===== config.mk =====
export PLATFORM = sky130hd
export DESIGN_NAME = boot_loader
export DESIGN_NICKNAME = d
export VERILOG_FILES = /design/src/rtl/boot_loader.sv
export SDC_FILE = /design/constraint.sdc
export NUM_CORES = 1
export LEC_CHECK = 0
export BUFFER_PORTS_ARGS = -buffer_cell sky130_fd_sc_hd__buf_2
export CAP_MARGIN = 20
export CORE_ASPECT_RATIO = 0.6
export CORE_MARGIN = 2
export CORE_UTILIZATION = 30
export CTS_CLUSTER_DIAMETER = 150
export DETAILED_ROUTE_END_ITERATION = 8
export HOLD_SLACK_MARGIN = 0.12
export PLACE_DENSITY = 0.59
export SLEW_MARGIN = 20
export SYNTH_ARGS = -nofsm -noshare
export SYNTH_HDL_FRONTEND = slang
export SYNTH_SLANG_ARGS = --single-unit

===== constraint.sdc =====
create_clock -name clk -period 3.75 [get_ports clk]
set_clock_uncertainty 0.2 [all_clocks]
set_input_delay 0.375 -clock clk [delete_from_list [all_inputs] [get_ports clk]]
set_output_delay 0.375 -clock clk [all_outputs]
set_load 0.1 [all_outputs]

===== src/rtl/boot_loader.sv =====
// Byte-stream program loader: parses an A5-framed image from the UART side and
// writes it word-by-word into RAM, holding the CPU off the shared bus meanwhile.
module boot_loader #(
  parameter logic [15:0] BASE_ADDR     = 16'h0000,
  parameter int          MAX_WORDS     = 32768,
  parameter bit          HOLD_AT_RESET = 1'b1
) (
  input  logic        clk,
  input  logic        rst_n,
  input  logic [7:0]  rx_data,
  input  logic        rx_valid,
  output logic        rx_ready,
  input  logic [15:0] cpu_addr,
  input  logic [15:0] cpu_din,
  input  logic        cpu_we,
  output logic [15:0] mem_addr,
  output logic [15:0] mem_din,
  output logic        mem_we,
  output logic        cpu_hold,
  output logic        load_done,
  output logic        load_err
);

  // state   | meaning
  // IDLE    | waiting for 0xA5 sync byte, other bytes dropped
  // LEN_HI  | expecting word count high byte
  // LEN_LO  | expecting word count low byte, range check
  // DATA_HI | expecting data word high byte
  // DATA_LO | expecting data word low byte
  // WRITE   | one-cycle RAM write of the assembled word
  // CSUM    | expecting checksum byte
  // DONE    | good load, release CPU
  // ERR     | failed load, CPU stays held
  localparam logic [3:0] S_IDLE    = 4'd0;
  localparam logic [3:0] S_LEN_HI  = 4'd1;
  localparam logic [3:0] S_LEN_LO  = 4'd2;
  localparam logic [3:0] S_DATA_HI = 4'd3;
  localparam logic [3:0] S_DATA_LO = 4'd4;
  localparam logic [3:0] S_WRITE   = 4'd5;
  localparam logic [3:0] S_CSUM    = 4'd6;
  localparam logic [3:0] S_DONE    = 4'd7;
  localparam logic [3:0] S_ERR     = 4'd8;

  logic [3:0]  state;
  logic [7:0]  len_hi;
  logic [15:0] len;
  logic [15:0] index;
  logic [7:0]  sum;
  logic [7:0]  data_hi;
  logic [7:0]  data_lo;
  logic        hold;
  logic        done;
  logic        err;

  logic        rx_fire;
  logic [15:0] len_next;
  logic        len_too_big;

  assign rx_ready    = (state != S_WRITE) && (state != S_DONE) && (state != S_ERR);
  assign rx_fire     = rx_valid && rx_ready;
  assign len_next    = {len_hi, rx_data};
  assign len_too_big = {16'd0, len_next} > 32'(MAX_WORDS);

  always_ff @(posedge clk or negedge rst_n) begin
    if (!rst_n) begin
      state   <= S_IDLE;
      len_hi  <= 8'd0;
      len     <= 16'd0;
      index   <= 16'd0;
      sum     <= 8'd0;
      data_hi <= 8'd0;
      data_lo <= 8'd0;
      hold    <= HOLD_AT_RESET;
      done    <= 1'b0;
      err     <= 1'b0;
    end else begin
      case (state)
        S_IDLE: begin
          // sum/index cleared here too so a zero-length frame checks against 0
          if (rx_fire && rx_data == 8'hA5) begin
            state <= S_LEN_HI;
            hold  <= 1'b1;
            done  <= 1'b0;
            err   <= 1'b0;
            sum   <= 8'd0;
            index <= 16'd0;
          end
        end
        S_LEN_HI: begin
          if (rx_fire) begin
            len_hi <= rx_data;
            state  <= S_LEN_LO;
          end
        end
        S_LEN_LO: begin
          if (rx_fire) begin
            len <= len_next;
            if (len_next == 16'd0) begin
              state <= S_CSUM;
            end else if (len_too_big) begin
              state <= S_ERR;
            end else begin
              state <= S_DATA_HI;
              index <= 16'd0;
              sum   <= 8'd0;
            end
          end
        end
        S_DATA_HI: begin
          if (rx_fire) begin
            data_hi <= rx_data;
            sum     <= sum + rx_data;
            state   <= S_DATA_LO;
          end
        end
        S_DATA_LO: begin
          if (rx_fire) begin
            data_lo <= rx_data;
            sum     <= sum + rx_data;
            state   <= S_WRITE;
          end
        end
        S_WRITE: begin
          if (index + 16'd1 == len) begin
            state <= S_CSUM;
          end else begin
            index <= index + 16'd1;
            state <= S_DATA_HI;
          end
        end
        S_CSUM: begin
          if (rx_fire) begin
            state <= (rx_data == sum) ? S_DONE : S_ERR;
          end
        end
        S_DONE: begin
          done  <= 1'b1;
          hold  <= 1'b0;
          state <= S_IDLE;
        end
        S_ERR: begin
          err   <= 1'b1;
          state <= S_IDLE;
        end
        default: state <= S_IDLE;
      endcase
    end
  end

  always_comb begin
    if (hold) begin
      mem_addr = BASE_ADDR + index;
      mem_din  = {data_hi, data_lo};
      mem_we   = (state == S_WRITE);
    end else begin
      mem_addr = cpu_addr;
      mem_din  = cpu_din;
      mem_we   = cpu_we;
    end
  end

  assign cpu_hold  = hold;
  assign load_done = done;
  assign load_err  = err;

endmodule


==> results.md, run 1 <==
- Status: complete, no violations
- Initial drt markers: 180
- Fill cells: 1,442
- R2r startpoint: index[0]
- Syn_nets: 482
- Distinct cells, synth: 60
- Yosys Warn Count: 0
- Clk slew on worst S/H paths: 0.06 ns
- Clock root buffer: clkbuf_16
- Post-DP Area: 4990 µm²
- CP Capture Type: flip-flop
- Final setup viols: 0
- Dpl hpwl: 8960 µm
- Largest net degree at the start of global routing: 35
- Synth Area in Compound Gates: 0.122
- Drt first pass iters: 5
- Pwr Total: 3.36 mW
- Setup CP Type: flip-flop to flip-flop
- Die area: 15,900 µm²
- Unrepaired setup endpoints after global routing: no
- Cells along the critical path: ha_1 > and4_1 > nand3_1 > nor4b_1 > a31oi_1 > a2111oi_2 > and2_4 > a2bb2oi_4 > mux2_2
- R2R Setup Slk: 0.33 ns
- Die height: just under 100 µm
- Clk sinks: just over 70
- Std cell rows: 34
- Pre-CTS WS: 0.265 ns
- TritonCTS buffer count: 9
- Share of the synthesized area in the top cell type: 0.393
- Avg Cell Area, Syn: approximately 10 µm²
- # IOs: 81
- Post-Synth Adder-Cell Area: 0.0270
- Cells on worst reg2reg path: 9
- Clock power share: 0.249
- Relative slew slack: 0.437
- Async SR Flop Fraction: 1.00
- Layout area overhead: 18.7%
- Net Sw Frac: 0.435
- Post-layout worst setup margin: 0.329 ns
- Nets@finish: 550
- Max FO, Critical Path: 16
- FF+latch count, synth: 71
- Commonest cells post-synth: 70 x dfrtp_1, 70 x mux2_2, 34 x nand2_1, 23 x nor2_1, 21 x clkbuf_1
- Antenna viol nets, final: 0
- Net Sw Power: 1.46 mW
- Longest Clk Path Bufs: 2
- Biggest area consumer among synthesized cells: dfrtp_1
- Vias in the first global route: 3,656
- Combinational share of power: 0.403
- Sequential share of power: 0.347
- Core area: 14,500 µm²
- Worst Setup EP: index[0]
- Ys flop type: dfrtp_1
- H-tree depth: 3
- Post-synthesis sequential area ratio: 0.399
- Crit. Startpoint: index[0]
- Post-synth EDFFs: 0
- Total GRT Usage: 0.158
- Post-Layout Inst Area: 5290 µm²
- Slew Limit Fails: 0
- CP peak stage delay: 0.46 ns
- Worst endpoint required time: 3.83 ns
- Layout cells sized above 1: 0.367
- Clock Latency Late Sink: 0.34 ns
- Routed Wire Length: approximately 12,000 µm
- PortBufs: 80
- Final setup TNS: 0 ns
- First-pass GRT wire length: 19,800 µm
- Gpl congestion: around 0.86
- F_max: 292 MHz
- Multi-input logic area: around 2500 µm²
- Routed len/inst: around 17 µm
- Crit start category: flip-flop
- Ant. Diodes: 0
- RR Endpoint: index[0]
- Main combinational cell family by area after synthesis: multiplexers
- Top post-synthesis cells by area: dfrtp_1 39%, mux2_2 18%, xnor2_1 3.3%
- Mux share of post-synthesis cell area: 0.177
- Mapped Cells: 429
- Final Critical Period: 3.42 ns
- DR vias: ~3,600
- CTS tree: built
- Worst hold-check path type: input port to flip-flop
- Routed vias/inst: slightly above 5
- Crit path max-delay cell type: dfrtp_1
- Die width: 161 µm
- Hold Slack: around 0.14 ns
- PwrDens: between 600 and 700 nW/µm²
- Int Pwr: approximately 1.9 mW
- XOR/XNOR Fraction of Synth Area: 0.0610
- Crit path arrival time: 3.50 ns
- Synth Area in Simple Gates: 0.167
- Hold Violations, Final: 0
- Flip-flop and latch area: roughly 1800 µm²
- Residual DRC: 0
- Initial Util: 0.307
- Maximum vdd ir drop: 0.000301 V
- GRT overflow: 0
- Netlist Area Pre-Place: 4450 µm²
- Worst slew pin tran: 0.845 ns
- MaxCap Viol Count: 0
- Initial antenna violation count: 0
- Leakage Power: 2.48 nW
- Final period util: 0.912
[stage by stage]
| step | std cells | utilization |
|---|---|---|
| 3_5_place_dp | 683 | 0.344 |
| 5_1_grt | 700 | 0.364 |
| 2_1_floorplan | 429 | - |
| 4_1_cts | 700 | 0.364 |
| 6_report | 700 | 0.364 |
| 3_3_place_gp | 683 | 0.344 |
[routing by layer]
metal	GRT usage	routed length [µm]
met5	0	0
met2	0.231	5110
met3	0.0429	774
met4	0.0220	74
met1	0.238	6210
[layout make-up]
cell class | count | share of cell area
flip-flops and latches | 71 | 0.336
repair buffers | 90 | 0.0904
well taps | 198 | 0.0469
inverters | 9 | 0.00639
multi-input cells | 316 | 0.466
clock inverters | 7 | 0.0116
clock buffers | 9 | 0.0426
[power groups by stage]
stage          clock, mW  combinational [mW]  sequential [mW]
3_5_place_dp           0                1.35             1.17
5_1_grt            0.896                1.45             1.20
4_1_cts            0.859                1.36             1.16
2_1_floorplan          0                1.14             1.11
6_report           0.837                1.35             1.16
3_3_place_gp           0                1.33             1.16
[timing repair]
item,CTS,global route
buffers inserted,0,0
hold buffers,1,0
hold endpoints to repair,23,0
resized for setup,0,0
[registers in the layout, indices dropped and copies added (netlist names)]
name and cells:
load_done 1, cpu_hold 1, len_hi 8, data_lo 8, index 16, load_err 1
data_hi 8, len 16, state 4, sum 8
[worst max-delay path: cells and delay by family, from the launching register on]
| family | cells | cell delay [ns] |
|---|---|---|
| simple gates | 4 | 1.17 |
| mux | 1 | 0.24 |
| flops | 1 | 0.46 |
| compound gates | 3 | 0.95 |
| fa+ha+maj | 1 | 0.32 |
[cell families (layout without fill, tap and decap cells)]
family | count (synthesis) | count (layout)
AO/OA/AOI/OAI | 71 | 71
buffers and inverters | 42 | 115
flip-flops | 71 | 71
multiplexers | 70 | 70
adder cells (fa/ha/maj) | 9 | 9
AND/OR/NAND/NOR | 135 | 135
XOR/XNOR | 31 | 31
[worst min path at each step]
stage | from | endpoint | slack [ns] | depth (start not counted)
after floorplan | rst_n | data_hi[0] | -0.12 | 0
after global placement | rst_n | index[14] | 0.21 | 1
after detailed placement | rst_n | index[4] | 0.22 | 1
after CTS | rx_data[1] | data_hi[1] | 0.13 | 2
after global routing | rx_data[1] | data_hi[1] | 0.14 | 2
final | rx_data[1] | data_hi[1] | 0.14 | 2
[cells in the final DEF, fill, tap and decap left out, drive strengths merged, types with 13 or more instances in the layout]
cell type  synthesis  routed
buf               12      89
dfrtp             70      70
inv                9      14
mux2              70      70
nand2             35      35
nor2              24      24
nor3              13      13
o21ai             17      17
xnor2             17      17
xor2              14      14
Note: power is estimated with default switching activity, not from simulation.
==> run 2, diff against run 1 <==
==> constraint.sdc (replaced) <==
create_clock -name clk -period 4.31 [get_ports clk]
set_clock_uncertainty 0.2 [all_clocks]
set_input_delay 0.2155 -clock clk [delete_from_list [all_inputs] [get_ports clk]]
set_output_delay 0.2155 -clock clk [all_outputs]
set_load 0.1 [all_outputs]
==> run 2 against run 1 <==
Effect of this change: first-iteration DRC count rose by 38%; clock-buffer cell count rose by 1; combinational power fell by 13%; clock power fell by 3.6%; power fell by 11%; critical path type is now input port to flip-flop.
==> results.md, run 2 (same netlist as run 1, synthesis figures left out) <==
- Non-Filler Instances: 700 (unchanged)
- DR vias: 3,540 (was 3,600)
- PortBufs: 80 (unchanged)
- Multi-input logic area: 2460 µm² (unchanged)
- Crit path arrival time: 3.52 ns (was 3.50 ns)
- Total GRT Usage: 0.151 (was 0.158)
- Worst endpoint required time: 4.28 ns (was 3.83 ns)
- Core area: 14,500 µm² (unchanged)
- Met1 Usage GRT: 0.236 (was 0.238)
- MaxCap Viol Count: 0 (unchanged)
- Sequential share of power: 0.337 (was 0.347)
- Relative slew slack: 0.411 (was 0.437)
- CP Capture Type: flip-flop (unchanged)
- Hold Slack: 0.138 ns (was 0.142 ns)
- Core occupancy in the finished layout: 0.368 (was 0.364)
- Post-Layout Inst Area: 5350 µm² (was 5290 µm²)
- Placed insts: 675 (was 683)
- Initial Util: 0.307 (unchanged)
- Routed len/inst: 16.4 µm (was 17.4 µm)
- Initial antenna violation count: 0 (unchanged)
- Largest net degree at the start of global routing: 44 (was 35)
- Combinational share of power: 0.392 (was 0.403)
- Most common cell after layout, fill and taps aside: buf_2 (unchanged)
- Gpl congestion: 0.880 (was 0.857)
- Final period util: 0.824
- Fill cells: 1,398 (was 1,442)
- Routed vias/inst: 5.06 (was 5.14)
- CTS tree: built (unchanged)
- Nets@finish: 550 (unchanged)
- # IOs: 81 (unchanged)
- Die height: 98.4 µm (unchanged)
- Final setup TNS: 0 ns (unchanged)
- Drt first pass iters: 5 (unchanged)
- Dpl hpwl: 8320 µm (was 8960 µm)
- Post-layout worst setup margin: 0.759 ns (was 0.329 ns)
- Max FO, Critical Path: 11 (was 16)
- Crit start category: input port (was flip-flop)
- Longest Clk Path Bufs: 2 (unchanged)
- Residual DRC: 0 (unchanged)
- Layout cells sized above 1: 0.349 (was 0.367)
- Clock power share: 0.271 (was 0.249)
- Antenna viol nets, final: 0 (unchanged)
- Std cell rows: 34 (unchanged)
- Flip-flop and latch area: 1780 µm² (unchanged)
- Layer with the highest usage: met1 (unchanged)
- GRT overflow: 0 (unchanged)
- Leakage Power: 2.49 nW (was 2.48 nW)
- Die area: 15,900 µm² (unchanged)
- Met3 usage: 0.0357 (was 0.0429)
- Int Pwr: 1.76 mW (was 1.90 mW)
- Status: complete, no violations (unchanged)
- Met2 Usage GRT: 0.207 (was 0.231)
- Clock root buffer: clkbuf_16 (unchanged)
- Worst hold-check path type: input port to flip-flop (unchanged)
- Net Sw Frac: 0.410 (was 0.435)
- Top flop regs: index (16), len (16) (unchanged)
- Worst slew pin tran: 0.883 ns (was 0.845 ns)
- F_max: around 280 MHz
- PwrDens: 558 nW/µm² (was 635 nW/µm²)
- Final setup viols: 0 (unchanged)
- Maximum vdd ir drop: 0.000367 V (was 0.000301 V)
- Post-cts resize count: 0 (unchanged)
- Clock Latency Late Sink: 0.34 ns (about the same)
- Final Critical Period: 3.55 ns
- First-pass GRT wire length: 18,700 µm (was 19,800 µm)
- Pre-CTS WS: 0.980 ns (was 0.265 ns)
- Post-DP Area: 4930 µm² (was 4990 µm²)
- Net Sw Power: 1.22 mW (was 1.46 mW)
- Pwr Total: 2.98 mW (was 3.36 mW)
- Unrepaired setup endpoints after global routing: no (unchanged)
- Slew Limit Fails: 0 (unchanged)
- Die width: 161 µm (unchanged)
- Routed Wire Length: 11,500 µm (was 12,200 µm)
- TritonCTS buffer count: 9 (unchanged)
- Vias in the first global route: 3,437 (was 3,656)
- Hold Violations, Final: 0 (unchanged)
- Setup CP Type: input port to flip-flop (was flip-flop to flip-flop)
- Ant. Diodes: 0 (unchanged)
- Initial drt markers: 249 (was 180)
- Clk sinks: 71 (unchanged)
- Layout area overhead: 20.0% (was 18.7%)
- Clk slew on worst S/H paths: 0.06 ns (about the same)
- Leading cell types in the layout, fill and taps excluded: 79 x buf_2, 70 x mux2_2, 70 x dfrtp_1 (was 80 x buf_2, 70 x mux2_2, 70 x dfrtp_1)
- H-tree depth: 3 (unchanged)
==> run 2: cell count changes in the layout (fill, tap and decap cells not counted), sizes merged <==
| cell | delta |
|---|---|
| bufinv | +2 |
| clkbuf | +1 |
| inv | -3 |
| buf | -8 |
| dlygate4sd3 | +8 |
==> run 2: power groups by stage <==
stage          registers [mW]  logic [mW]  clock network (mW)
6_report                 1.01        1.17               0.807
5_1_grt                  1.03        1.25               0.854
4_1_cts                  1.01        1.17               0.825
3_5_place_dp             1.02        1.16                   0
3_3_place_gp             1.01        1.15                   0
2_1_floorplan           0.968       0.996                   0
==> run 2: cell type report <==
cell class / instances / share of cell area
Tap cell: 198 / 0.0463
Multi-Input combinational cell: 316 / 0.461
Clock buffer: 10 / 0.0428
Clock inverter: 6 / 0.0173
Sequential cell: 71 / 0.333
Timing Repair Buffer: 90 / 0.0936
Inverter: 9 / 0.00632
==> run 2: per-layer routing <==
metal,wire length (µm),share of wire
met1,6120,0.53
met2,4660,0.41
met3,606,0.053
met4,81,0.0071
met5,0,0
==> run 2: timing repair <==
item                                   4_1_cts  5_1_grt
buffers inserted                             0        0
setup endpoints to repair                    0        0
endpoints found under the hold margin       73        0
hold buffers                                 9        0
==> run 2: worst paths after layout <==
check | start | to | slack (ns) | cells past startpoint
setup reg to reg | index[5] | index[0] | 0.93 | 8
hold / removal | rx_valid | state[1] | 0.14 | 4
max in group asynchronous | rst_n | len[12] | 2.85 | 3
min in group asynchronous | rst_n | index[12] | 0.24 | 2
hold reg to reg | sum[6] | sum[6] | 0.29 | 2
setup / recovery | rx_data[3] | sum[2] | 0.76 | 10
==> run 2: critical path, cell delays in order <==
cell and delay (ns):
dlygate4sd3_1 0.53, buf_2 0.18, or4_1 0.60, or4_1 0.57, xor2_1 0.22, a21oi_1 0.10
nor3_1 0.43, o21ai_1 0.42, nand2_1 0.15, o21ai_0 0.10
==> run 3, diff against run 2 <==
==> constraint.sdc (replaced) <==
create_clock -name clk -period 3.7 [get_ports clk]
set_clock_uncertainty 0.2 [all_clocks]
set_input_delay 0.185 -clock clk [delete_from_list [all_inputs] [get_ports clk]]
set_output_delay 0.185 -clock clk [all_outputs]
set_load 0.1 [all_outputs]
==> run 3 against run 2 <==
Effect of this change: global-route usage up 0.65 points; final cell count up 0.86%; die area unchanged; wire length up 4.1%; highest routed layer unchanged.
==> results.md, run 3 (same netlist as run 1, synthesis figures left out) <==
- Hold Violations, Final: 0 (unchanged)
- Met2 wire len: 4830 µm (was 4660 µm)
- # IOs: 81 (unchanged)
- Layout area overhead: 20.4% (was 20.0%)
- Ant. Diodes: 0 (unchanged)
- Post-layout worst setup margin: 0.218 ns (was 0.759 ns)
- Met3 routed WL: 658 µm (was 606 µm)
- Die area: 15,900 µm² (unchanged)
- Vias in the first global route: 3,589 (was 3,437)
- Most common cell after layout, fill and taps aside: buf_2 (unchanged)
- Final Critical Period: 3.48 ns
- Nets@finish: 556 (was 550)
- Cells on worst reg2reg path: 8 (unchanged)
- Residual DRC: 0 (unchanged)
- Setup CP Type: input port to flip-flop (unchanged)
- Std cell rows: 34 (unchanged)
- Layout cells sized above 1: 0.360 (was 0.349)
- Flip-flop and latch area: 1780 µm² (unchanged)
- DR vias: 3,643 (was 3,540)
- Initial drt markers: 335 (was 249)
- Fill cells: 1,464 (was 1,398)
- Hold Slack: 0.122 ns (was 0.138 ns)
- Crit. Startpoint: rx_data[3] (unchanged)
- Max Used Layer: met4 (unchanged)
- Final setup viols: 0 (unchanged)
- Clk sinks: 71 (unchanged)
- MaxCap Viol Count: 0 (unchanged)
- Final period util: 0.941
- R2r startpoint: index[6] (was index[5])
- Clk slew on worst S/H paths: 0.07 ns (was 0.06 ns)
- First-pass GRT wire length: 19,400 µm (was 18,700 µm)
- Initial antenna violation count: 0 (unchanged)
- Clock root buffer: clkbuf_16 (unchanged)
- Leakage Power: 2.50 nW (was 2.49 nW)
- Max FO, Critical Path: 16 (was 11)
- Die width: 161 µm (unchanged)
- PwrDens: 635 nW/µm² (was 558 nW/µm²)
- Clock Latency Late Sink: 0.34 ns (about the same)
- H-tree depth: 3 (unchanged)
- Unrepaired setup endpoints after global routing: no (unchanged)
- CTS tree: built (unchanged)
- Slew Limit Fails: 0 (unchanged)
- Final setup TNS: 0 ns (unchanged)
- Die height: 98.4 µm (unchanged)
- Crit path arrival time: 3.50 ns (was 3.52 ns)
- Gpl congestion: 0.866 (was 0.880)
- Hold path cells: 3 (was 4)
- Worst hold-check path type: input port to flip-flop (unchanged)
- Relative slew slack: 0.416 (was 0.411)
- Routed Wire Length: 11,900 µm (was 11,500 µm)
- Drt first pass iters: 5 (unchanged)
- Core occupancy in the finished layout: 0.370 (was 0.368)
- Longest Clk Path Bufs: 2 (unchanged)
- Maximum vdd ir drop: 0.000341 V (was 0.000367 V)
- CP Capture Type: flip-flop (unchanged)
- Critical hold path startpoint: rx_data[2] (was rx_valid)
- Core area: 14,500 µm² (unchanged)
- Status: complete, no violations (unchanged)
- Top flop regs: index (16), len (16) (unchanged)
- Worst slew pin tran: 0.876 ns (was 0.883 ns)
- F_max: approximately 290 MHz
- PortBufs: 80 (unchanged)
- Antenna viol nets, final: 0 (unchanged)
- Dpl hpwl: 8790 µm (was 8320 µm)
- Initial Util: 0.307 (unchanged)
- Post-Route M1 WL: 6310 µm (was 6120 µm)
- Routed vias/inst: 5.16 (was 5.06)
- Routed len/inst: 16.9 µm (was 16.4 µm)
- Total GRT Usage: 0.157 (was 0.151)
- GRT overflow: 0 (unchanged)
- Pre-CTS WS: 0.199 ns (was 0.980 ns)
- Worst endpoint required time: 3.72 ns (was 4.28 ns)
- Pwr Total: 3.41 mW (was 2.98 mW)
- Multi-input logic area: 2470 µm² (was 2460 µm²)
- Largest net degree at the start of global routing: 37 (was 44)
- TritonCTS buffer count: 9 (unchanged)
- Leading cell types in the layout, fill and taps excluded: 80 x buf_2, 70 x mux2_2, 70 x dfrtp_1 (was 79 x buf_2, 70 x mux2_2, 70 x dfrtp_1)
- Crit start category: input port (unchanged)
==> run 3: cell count changes in the layout (fill, tap and decap cells not counted), sizes merged <==
cell / previous run / this run
buf: 81 / 86
bufinv: 2 / 0
clkbuf: 10 / 9
clkinv: 0 / 1
inv: 11 / 13
dlygate4sd3: 9 / 10
==> run 3: worst paths after layout <==
kind,endpoint,slack [ns]
min in group asynchronous,index[1],0.26
min,data_lo[2],0.12
max reg2reg,index[0],0.28
max,index[12],0.22
min reg2reg,sum[6],0.29
max in group asynchronous,index[11],2.28
==> run 3: timing repair <==
item | CTS | global route
buffers inserted | 0 | 0
hold endpoints to repair | 101 | 0
hold buffers | 10 | 0
setup endpoints to repair | 0 | 16
gates resized for setup | 0 | 2
==> run 3: power breakdown <==
part	total, mW	internal (mW)	switching [mW]
clock network	0.847	0.469	0.378
logic	1.38	0.474	0.904
registers	1.18	0.984	0.196
total	3.41	1.93	1.48
==> run 3: per-layer routing <==
metal  GRT usage  vias to the layer above
li1            -                     1715
met1       0.243                     1785
met2       0.218                      130
met3      0.0370                       13
met4      0.0385                        0
met5           0                        -
==> run 3: area by class of cell <==
cell class / instances / share of cell area
timing repair buffer: 96 / 0.102
inverter: 9 / 0.00630
clock inverter: 7 / 0.0119
tap: 198 / 0.0462
sequential: 71 / 0.332
multi-input combinational: 316 / 0.460
clock buffer: 9 / 0.0420
==> run 3: worst max-delay path, cell delays in order <==
cell           delay, ns
dlygate4sd3_1       0.53
buf_2               0.17
or4_1               0.58
or4_1               0.56
xor2_1              0.23
a21oi_1             0.10
nor3_1              0.46
a2bb2oi_4           0.25
a221o_1             0.41
==> run 3: through the flow <==
stage	std cells	cell area, µm²
finish	706	5360
global route	706	5360
CTS	706	5360
detailed placement	680	4970
global placement	680	4970
floorplan	429	4450
